--- src/rtl/urv_divide_iter.sv ---
// urv_divide_iter: iterative RV32M DIV/DIVU/REM/REMU unit for the uRV execute stage.
// Retires BITS_PER_CYCLE quotient bits per cycle with restoring division on operand magnitudes.
// Optional build macro: URV_DIV_EARLY_OUT_EN (zero divisor / signed overflow skip the iterations).
module urv_divide_iter #(
    parameter int unsigned XLEN           = 32,
    parameter int unsigned BITS_PER_CYCLE = 1
) (
    input  logic            clk_i,
    input  logic            rst_i,
    input  logic            x_stall_i,
    input  logic            x_kill_i,
    input  logic            d_valid_i,
    input  logic            d_is_divide_i,
    input  logic [2:0]      d_fun_i,
    input  logic [XLEN-1:0] d_rs1_i,
    input  logic [XLEN-1:0] d_rs2_i,
    output logic            x_stall_req_o,
    output logic [XLEN-1:0] x_rd_o,
    output logic            x_busy_o
);

    localparam int unsigned N     = XLEN / BITS_PER_CYCLE;
    localparam int unsigned CNT_W = (N > 1) ? $clog2(N) : 1;
    localparam logic [XLEN-1:0] INT_MIN = {1'b1, {(XLEN-1){1'b0}}};

    typedef enum logic [2:0] {
        IDLE = 3'd0,
        PREP = 3'd1,
        ITER = 3'd2,
        FIX  = 3'd3,
        DONE = 3'd4
    } state_e;

    state_e             state_q;
    state_e             state_nxt;
    logic [CNT_W-1:0]   cnt_q;
    logic [XLEN:0]      rem_q;
    logic [XLEN-1:0]    quo_q;
    logic [XLEN-1:0]    div_q;
    logic [XLEN-1:0]    rs1_q;
    logic               neg_q_q;
    logic               neg_r_q;
    logic               sel_rem_q;
    logic               dz_q;
    logic               ovf_q;
    logic [XLEN-1:0]    rd_q;
    logic               busy_q;

    // Operand decode, valid only while the instruction is presented in PREP
    logic               signed_op_c;
    logic               s1_c;
    logic               s2_c;
    logic [XLEN-1:0]    mag1_c;
    logic [XLEN-1:0]    mag2_c;
    logic               dz_c;
    logic               ovf_c;
    logic               fun_unused_c;

    assign signed_op_c  = ~d_fun_i[0];
    assign s1_c         = signed_op_c & d_rs1_i[XLEN-1];
    assign s2_c         = signed_op_c & d_rs2_i[XLEN-1];
    assign mag1_c       = s1_c ? (XLEN'(0) - d_rs1_i) : d_rs1_i;
    assign mag2_c       = s2_c ? (XLEN'(0) - d_rs2_i) : d_rs2_i;
    assign dz_c         = (d_rs2_i == '0);
    assign ovf_c        = signed_op_c & (d_rs1_i == INT_MIN) & (d_rs2_i == '1);
    assign fun_unused_c = d_fun_i[2];

    // One iteration: BITS_PER_CYCLE restoring shift/subtract steps
    logic [XLEN:0]      rem_nxt;
    logic [XLEN-1:0]    quo_nxt;

    always_comb begin
        rem_nxt = rem_q;
        quo_nxt = quo_q;
        for (int i = 0; i < int'(BITS_PER_CYCLE); i++) begin
            rem_nxt = {rem_nxt[XLEN-1:0], quo_nxt[XLEN-1]};
            quo_nxt = {quo_nxt[XLEN-2:0], 1'b0};
            if (rem_nxt >= {1'b0, div_q}) begin
                rem_nxt    = rem_nxt - {1'b0, div_q};
                quo_nxt[0] = 1'b1;
            end
        end
    end

    // Sign correction then special-case overrides, evaluated in FIX
    logic [XLEN-1:0]    q_fix_c;
    logic [XLEN-1:0]    r_fix_c;
    logic [XLEN-1:0]    result_c;

    always_comb begin
        q_fix_c = neg_q_q ? (XLEN'(0) - quo_q) : quo_q;
        r_fix_c = neg_r_q ? (XLEN'(0) - rem_q[XLEN-1:0]) : rem_q[XLEN-1:0];
        if (dz_q) begin
            q_fix_c = '1;
            r_fix_c = rs1_q;
        end else if (ovf_q) begin
            q_fix_c = INT_MIN;
            r_fix_c = '0;
        end
        result_c = sel_rem_q ? r_fix_c : q_fix_c;
    end

    // State register
    always_ff @(posedge clk_i or negedge rst_i) begin
        if (!rst_i) begin
            state_q <= IDLE;
        end else begin
            state_q <= state_nxt;
        end
    end

    // Next-state logic; kill overrides every transition
    always_comb begin
        state_nxt = state_q;
        case (state_q)
            IDLE: begin
                if (d_valid_i && d_is_divide_i && !x_kill_i) begin
                    state_nxt = PREP;
                end
            end
            PREP: begin
`ifdef URV_DIV_EARLY_OUT_EN
                if (dz_c || ovf_c) begin
                    state_nxt = FIX;
                end else begin
                    state_nxt = ITER;
                end
`else
                state_nxt = ITER;
`endif
            end
            ITER: begin
                if (cnt_q == CNT_W'(N - 1)) begin
                    state_nxt = FIX;
                end
            end
            FIX: begin
                state_nxt = DONE;
            end
            DONE: begin
                if (!x_stall_i) begin
                    state_nxt = IDLE;
                end
            end
            default: begin
                state_nxt = IDLE;
            end
        endcase
        if (x_kill_i) begin
            state_nxt = IDLE;
        end
    end

    // Datapath: operand latch in PREP, iteration in ITER, result capture in FIX
    always_ff @(posedge clk_i or negedge rst_i) begin
        if (!rst_i) begin
            cnt_q     <= '0;
            rem_q     <= '0;
            quo_q     <= '0;
            div_q     <= '0;
            rs1_q     <= '0;
            neg_q_q   <= 1'b0;
            neg_r_q   <= 1'b0;
            sel_rem_q <= 1'b0;
            dz_q      <= 1'b0;
            ovf_q     <= 1'b0;
            rd_q      <= '0;
        end else begin
            case (state_q)
                PREP: begin
                    cnt_q     <= '0;
                    rem_q     <= '0;
                    quo_q     <= mag1_c;
                    div_q     <= mag2_c;
                    rs1_q     <= d_rs1_i;
                    neg_q_q   <= s1_c ^ s2_c;
                    neg_r_q   <= s1_c;
                    sel_rem_q <= d_fun_i[1];
                    dz_q      <= dz_c;
                    ovf_q     <= ovf_c;
                end
                ITER: begin
                    cnt_q <= cnt_q + CNT_W'(1);
                    rem_q <= rem_nxt;
                    quo_q <= quo_nxt;
                end
                FIX: begin
                    if (!x_kill_i) begin
                        rd_q <= result_c;
                    end
                end
                default: begin
                end
            endcase
        end
    end

    // Busy flag tracks the state the FSM is entering
    always_ff @(posedge clk_i or negedge rst_i) begin
        if (!rst_i) begin
            busy_q <= 1'b0;
        end else begin
            busy_q <= (state_nxt != IDLE);
        end
    end

    assign x_stall_req_o = d_valid_i & d_is_divide_i & ~x_kill_i & (state_q != DONE);
    assign x_rd_o        = rd_q;
    assign x_busy_o      = busy_q;

endmodule

--- config.mk ---
export PLATFORM = sky130hd
export DESIGN_NAME = urv_divide_iter
export DESIGN_NICKNAME = d
export VERILOG_FILES = /design/src/rtl/urv_divide_iter.sv
export SDC_FILE = /design/constraint.sdc
export NUM_CORES = 1
export LEC_CHECK = 0
export ABC_CLOCK_PERIOD_IN_PS = 10400
export BUFFER_PORTS_ARGS = -buffer_cell sky130_fd_sc_hd__buf_2
export CAP_MARGIN = 20
export CORE_ASPECT_RATIO = 1.5
export CORE_UTILIZATION = 40
export CTS_BUF_LIST = sky130_fd_sc_hd__clkbuf_4 sky130_fd_sc_hd__clkbuf_8
export DETAILED_ROUTE_END_ITERATION = 10
export PLACE_DENSITY = 0.56
export SYNTH_ARGS = -nofsm -noshare
export SYNTH_HDL_FRONTEND = slang
export SYNTH_SLANG_ARGS = --single-unit
--- constraint.sdc ---
create_clock -name clk_i -period 10.4 [get_ports clk_i]
set_clock_uncertainty 0.15 [all_clocks]
set_input_delay 1.04 -clock clk_i [delete_from_list [all_inputs] [get_ports clk_i]]
set_output_delay 1.04 -clock clk_i [all_outputs]
set_load 0.05 [all_outputs]
==> flow_summary.yaml, run 1 <==
run_status:
  status: "finished, final reports clean"
timing:
  setup-violations-final: 0
  relSlewSlack: 0.2875
  post-route-min-period_ps: 4441
  hold_viol: 0
  slew_viol_final: 0
  worstMarginPinSlew_ps: 1069
  tns_ps: 0
  fmax_mhz: 225.2
  period_share: 0.4271
  grt_setup_unrepaired: "false"
logic_synthesis:
  synth_cell_types: 66
  synth_edf_count: 0
  ys_seq_elements: 174
  yosysSeqAreaShare: 0.3720
  syn_nets: 1520
  synth-main-ff-cell: "dfrtp_1"
  avgSynthCellArea_sq_um: 8.319
  syn_area_sq_um: 11700
  synth_cells: 1407
  synth_async_sr_flop_share: 1.000
  yosys_warnings: 0
setup_path:
  crit_fanout: 25
  cp_num_buf_inv: 1
  cp_cell_sequence: "ha_1, a21o_1, a221o_1, a41o_1, o211ai_1, a21boi_1, or4_1, a31oi_4, buf_4, nand2b_1, o21ai_0"
  criticalPathCategory: "flop to flop"
  cpPeakStageDelay_ps: 600
  endpoint_kind: "flop"
  critical_path.top_delay_family: "compound AO/OA/AOI/OAI gates"
  critPathSlowestCell: "or4_1"
  worstPathArrival_ps: 4670
  cp-start-kind: "flop"
  required_ps: 10630
power:
  p_sw_uw: 1567
  power.total_uw: 3457
  comb_power_share: 0.516
  p_per_area_nw_per_um2: 265.1
  swShare: 0.4533
  intPower_uw: 1890
  pwr-share-clk: 0.157
  pwr-share-seq: 0.328
  irDropWorstVdd_mv: 0.1160
  p_leak_uw: 0.005854
die:
  rows: 76
  die_area_sq_um: 29960
  die_y_microns: 211.5
  coreArea_sq_um: 28720
  initial_core_util: 0.4076
  die_x_microns: 141.7
  num_io_pins: 107
grt:
  grt_pass1_vias: 9990
  grt_use_total: 0.2328
  grt_overflow_total: 0
  grt_pass1_wl_microns: 53850
  grt_antenna_before_repair: 0
  grt_max_degree: 109
clocking:
  post-cts-setup-buffers: 0
  h-tree-depth: 4
  cts_hold_buf: 0
  cts_inserted_buffers: 17
  cts_tree: "done"
  cts-resized-gates: 0
  cts_root_buf: "clkbuf_8"
  cts.clk_slew.worst_paths_ps: 100
  worstSkewPairLatency_ps: 510
  cts_buffer_depth: 2
  clkSinkCount: 174
min_path:
  hp-class: "input port to asynchronous set/reset pin"
finish:
  layout-drive-gt1-share: 0.1192
  final_nets: 1585
  fillCellCount: 2986
  syn_to_final_growth_pct: 11.40
drt:
  wl_per_cell_microns: 17.82
  dr.pass1.iters: 5
  ant_nets: 0
  vias_per_cell: 5.509
  drcViolationCount: 0
  wirelength_microns: 33420
  first_iter_violations: 579
  vias: 10335
placement:
  io_buffer_count: 105
  dp_hpwl_microns: 24360
  gp_congestion: 0.8617
job:
  drv_cap: 0
[power groups by stage]
stage	clock network, uW	registers [uW]	logic [uW]
after global routing	578	1170	2000
after floorplan	0	1140	1320
after CTS	559	1130	1790
after detailed placement	0	1140	1780
final	542	1130	1780
after global placement	0	1140	1770
[cell families after synthesis]
| group | synth area share |
|---|---|
| buf+inv | 0.04254 |
| simple gates | 0.1809 |
| mux | 0.02512 |
| flops | 0.3720 |
| fa+ha+maj | 0.04340 |
| xor+xnor | 0.1070 |
| compound gates | 0.2291 |
[area by class of cell]
type                       instances  area (sq um)  share of cell area
clock buffer                      19         255.2             0.01958
tap                              390         488.0             0.03742
antenna                            1         2.502           0.0001919
inverter                          56         210.2             0.01612
multi-input combinational       1103          6873              0.5271
timing repair buffer             120         668.1             0.05124
clock inverter                    13         187.7             0.01439
sequential                       174          4354              0.3339
[layout by cell type, fill, tap and decap left out, drive strengths merged, types with 4 or more instances in the layout]
master and count:
a21boi 4, a21o 12, a21oi 89, a221oi 8, a22o 4, a22oi 38, a31oi 12, a32oi 4
and2 8, and3 7, buf 120, bufinv 4, clkbuf 19, clkinv 4, dfrtp 174, ha 39
inv 58, mux2i 26, nand2 224, nand2b 8, nand3 19, nand4 13, nor2 77, nor2b 6
nor3 24, nor3b 7, nor4 9, o211ai 7, o21a 4, o21ai 183, o22ai 9, o31ai 32
o41ai 13, or2 4, or3 15, or4 25, xnor2 83, xor2 60
[stage by stage]
| stage | util | setup slack (ps) | area [sq um] | hold slack [ps] | instances |
|---|---|---|---|---|---|
| global placement | 0.4372 | 5966 | 12550 | 306.1 | 1841 |
| finish | 0.4540 | 5959 | 13040 | 298.7 | 1876 |
| CTS | 0.4530 | 5914 | 13010 | 330.2 | 1874 |
| floorplan | - | 6801 | 11710 | 290.3 | 1407 |
| detailed placement | 0.4376 | 5940 | 12570 | 307.3 | 1842 |
| global route | 0.4539 | 5700 | 13040 | 308.0 | 1875 |
[registers in the layout, indices dropped and copies added, names as in the netlist]
| signal | count |
|---|---|
| rem_q | 32 |
| div_q | 32 |
| neg_q_q | 1 |
| x_busy_o | 1 |
| rs1_q | 32 |
| x_rd_o | 32 |
| quo_q | 32 |
| ovf_q | 1 |
| sel_rem_q | 1 |
| dz_q | 1 |
| state_q | 3 |
| neg_r_q | 1 |
| cnt_q | 5 |
[layer usage]
layer | vias to the layer above | wire length, microns | global-route usage
met1 | 4888 | 14130 | 0.2830
met2 | 242 | 16910 | 0.4063
li1 | 5142 | - | -
met5 | - | 0 | 0
met3 | 63 | 1213 | 0.03257
met4 | 0 | 1167 | 0.1038
[worst reg2reg max path, stage by stage, from the launching register on]
cell and delay (ps):
dfrtp_1 460, ha_1 390, a21o_1 230, a221o_1 350, a41o_1 260, o211ai_1 270
a21boi_1 240, or4_1 600, a31oi_4 380, buf_4 440, nand2b_1 400, o21ai_0 150
[cell usage after synthesis (19+ instances only)]
cell type | count | area, sq um
o31ai_1 | 32 | 240.2
a22oi_1 | 38 | 285.3
xnor2_1 | 83 | 727.0
nand2_1 | 224 | 840.8
dfrtp_1 | 174 | 4354
xor2_1 | 60 | 525.5
ha_1 | 39 | 488.0
inv_1 | 55 | 206.5
mux2i_1 | 26 | 260.3
or4_1 | 19 | 142.6
clkbuf_1 | 66 | 247.7
nor2_1 | 77 | 289.0
nor3_1 | 23 | 115.1
a21oi_1 | 89 | 445.4
nand3_1 | 19 | 95.09
o21ai_0 | 182 | 910.9
[worst paths after layout]
kind | cells past startpoint | end | slack, ps | start
worst max-delay path | 11 | rem_q[27]$_DFFE_PN0P_ | 5960 | rem_q[5]$_DFFE_PN0P_
worst min-delay path | 1 | quo_q[8]$_DFFE_PN0P_ | 300 | rst_i
worst max register to register | 11 | rem_q[27]$_DFFE_PN0P_ | 5960 | rem_q[5]$_DFFE_PN0P_
worst min register to register | 2 | rs1_q[7]$_DFFE_PN0P_ | 330 | rs1_q[7]$_DFFE_PN0P_
max in group asynchronous | 2 | rs1_q[21]$_DFFE_PN0P_ | 8530 | rst_i
min in group clk_i | 2 | rs1_q[7]$_DFFE_PN0P_ | 330 | rs1_q[7]$_DFFE_PN0P_
Power figures use the tool's default switching activity.
==> run 2: changes to the inputs <==
--- a/config.mk
+++ b/config.mk
@@ -5,14 +5,14 @@
 export SDC_FILE = /design/constraint.sdc
 export NUM_CORES = 1
 export LEC_CHECK = 0
-export ABC_CLOCK_PERIOD_IN_PS = 10400
+export ABC_CLOCK_PERIOD_IN_PS = 3800
 export BUFFER_PORTS_ARGS = -buffer_cell sky130_fd_sc_hd__buf_2
 export CAP_MARGIN = 20
 export CORE_ASPECT_RATIO = 1.5
 export CORE_UTILIZATION = 40
 export CTS_BUF_LIST = sky130_fd_sc_hd__clkbuf_4 sky130_fd_sc_hd__clkbuf_8
 export DETAILED_ROUTE_END_ITERATION = 10
-export PLACE_DENSITY = 0.56
+export PLACE_DENSITY = 0.59
 export SYNTH_ARGS = -nofsm -noshare
 export SYNTH_HDL_FRONTEND = slang
 export SYNTH_SLANG_ARGS = --single-unit
==> constraint.sdc (replaced) <==
create_clock -name clk_i -period 3.8 [get_ports clk_i]
set_clock_uncertainty 0.15 [all_clocks]
set_input_delay 0.38 -clock clk_i [delete_from_list [all_inputs] [get_ports clk_i]]
set_output_delay 0.38 -clock clk_i [all_outputs]
set_load 0.05 [all_outputs]
==> run 2 against run 1 <==
Compared with the run above:
- sequential share of layout area shrank 1.3 points
- sequential power grew to 2.6 times the previous value
- largest power group unchanged
- critical endpoint is now x_rd_o[31]$_DFFE_PN0P_
- die area is the same
- combinational power grew to 3.0 times the previous value
==> flow_summary.yaml, run 2 (synthesized netlist as in run 1, its figures left out) <==
timing:
  period_share: 0.9563
  setup_ws_ps: 166.2
  holdWs_ps: 38.91
  relSlewSlack: 0.4085
  worstMarginPinSlew_ps: 887.3
  hold_viol: 0
  fmax_mhz: 275.2
  slew_viol_final: 0
  tns_ps: 0
  setup-violations-final: 0
  post-route-min-period_ps: 3634
  grt_setup_unrepaired: "false"
setup_path:
  crit_fanout: 6
  reg2reg_from: "quo_q[1]$_DFFE_PN0P_"
  endpoint_kind: "flop"
  cp_num_buf_inv: 1
  cp-start-kind: "flop"
  endpoint: "x_rd_o[31]$_DFFE_PN0P_"
  worstPathArrival_ps: 3910
  path_depth: 10
  critical_path.top_delay_family: "simple AND/OR/NAND/NOR gates"
  criticalPathCategory: "flop to flop"
  reg2reg_depth: 10
  startpoint: "quo_q[1]$_DFFE_PN0P_"
  required_ps: 4080
  reg2reg_to: "x_rd_o[31]$_DFFE_PN0P_"
  r2r_slack_ps: 170
  cpPeakStageDelay_ps: 610
  cp_cell_sequence: "or4_1, or4_1, or4_4, or4_4, o311ai_1, o41ai_1, a21oi_1, a21oi_1, buf_4, o21ai_1"
  critPathSlowestCell: "or4_1"
power:
  p_leak_uw: 0.006133
  irDropWorstVdd_mv: 0.2515
  p_per_area_nw_per_um2: 701.2
  power.total_uw: 9512
clocking:
  cts_root_buf: "clkbuf_8"
  cts_inserted_buffers: 17
  cts.clk_slew.worst_paths_ps: 90
  worstSkewPairLatency_ps: 520
  cts_buffer_depth: 2
  clkSinkCount: 174
  h-tree-depth: 4
  cts_tree: "done"
grt:
  grt_overflow_total: 0
  grt_pass1_vias: 10394
  grt_use_total: 0.2356
  grt_antenna_before_repair: 1
  grt_pass1_wl_microns: 54390
  grt_max_degree: 90
die:
  die_area_sq_um: 29960
  num_io_pins: 107
  die_x_microns: 141.7
  coreArea_sq_um: 28720
  die_y_microns: 211.5
  initial_core_util: 0.4076
  rows: 76
placement:
  dp_hpwl_microns: 25030
  gp_congestion: 0.8571
  postPlaceCellArea_sq_um: 12850
  pre_cts_ws_ps: 121.2
  io_buffer_count: 105
finish:
  design_area_sq_um: 13570
  layout-drive-gt1-share: 0.1360
  mostFrequentLayoutCells: "nand2_1, o21ai_0, dfrtp_1"
  syn_to_final_growth_pct: 15.90
  final_common_cell: "nand2_1"
  final_nets: 1651
drt:
  wl_per_cell_microns: 17.59
  dr.pass1.iters: 7
  vias: 10619
  drcViolationCount: 0
  first_iter_violations: 647
  wirelength_microns: 34170
  vias_per_cell: 5.468
  ant_nets: 0
min_path:
  worstHoldStart: "d_rs1_i[0]"
  hp-class: "input port to flop"
run_status:
  status: "finished, final reports clean"
job:
  drv_cap: 0
## run 2: worst min-delay path by stage
stage	slack [ps]	end	cells after the start
global placement	300	rs1_q[5]$_DFFE_PN0P_	2
floorplan	-70	cnt_q[0]$_DFFE_PN0P_	0
global route	40	rs1_q[4]$_DFFE_PN0P_	3
CTS	10	quo_q[0]$_DFFE_PN0P_	3
finish	40	quo_q[0]$_DFFE_PN0P_	3
detailed placement	310	rs1_q[7]$_DFFE_PN0P_	2
## run 2: layout make-up
class | count | area (sq um)
Fill cell | 2926 | 15150
Multi-Input combinational cell | 1103 | 6885
Sequential cell | 174 | 4354
Timing Repair Buffer | 186 | 1260
Tap cell | 390 | 488.0
Clock buffer | 18 | 247.7
Inverter | 56 | 210.2
Clock inverter | 14 | 117.6
Antenna cell | 1 | 2.502
## run 2: what timing repair did
action,4_1_cts,5_1_grt
resized for setup,0,1
hold endpoints to repair,120,0
buffers inserted,0,1
endpoints found under the setup margin,0,6
hold buffers,33,0
## run 2: worst reg2reg max path: stages (launching register included)
cell and delay, ps:
dfrtp_1 440, or4_1 610, or4_1 480, or4_4 500
or4_4 480, o311ai_1 240, o41ai_1 120, a21oi_1 150
a21oi_1 60, buf_4 200, o21ai_1 110
## run 2: per-stage QoR
stage,std cells,util
final,1942,0.4724
after global routing,1942,0.4724
after CTS,1940,0.4716
after detailed placement,1875,0.4474
after global placement,1875,0.4474
after floorplan,1407,-
## run 2: routing by layer
layer	GRT usage	routed length [microns]	vias up
met2	0.4243	17380	204
met1	0.2722	14510	5064
met4	0.1235	1343	0
met3	0.02669	931	63
met5	0	0	-
li1	-	-	5288
## run 2: where the power goes
group          internal (uW)  switching [uW]
registers               2380             586
logic                   2240            3030
clock network            533             749
total                   5150            4360
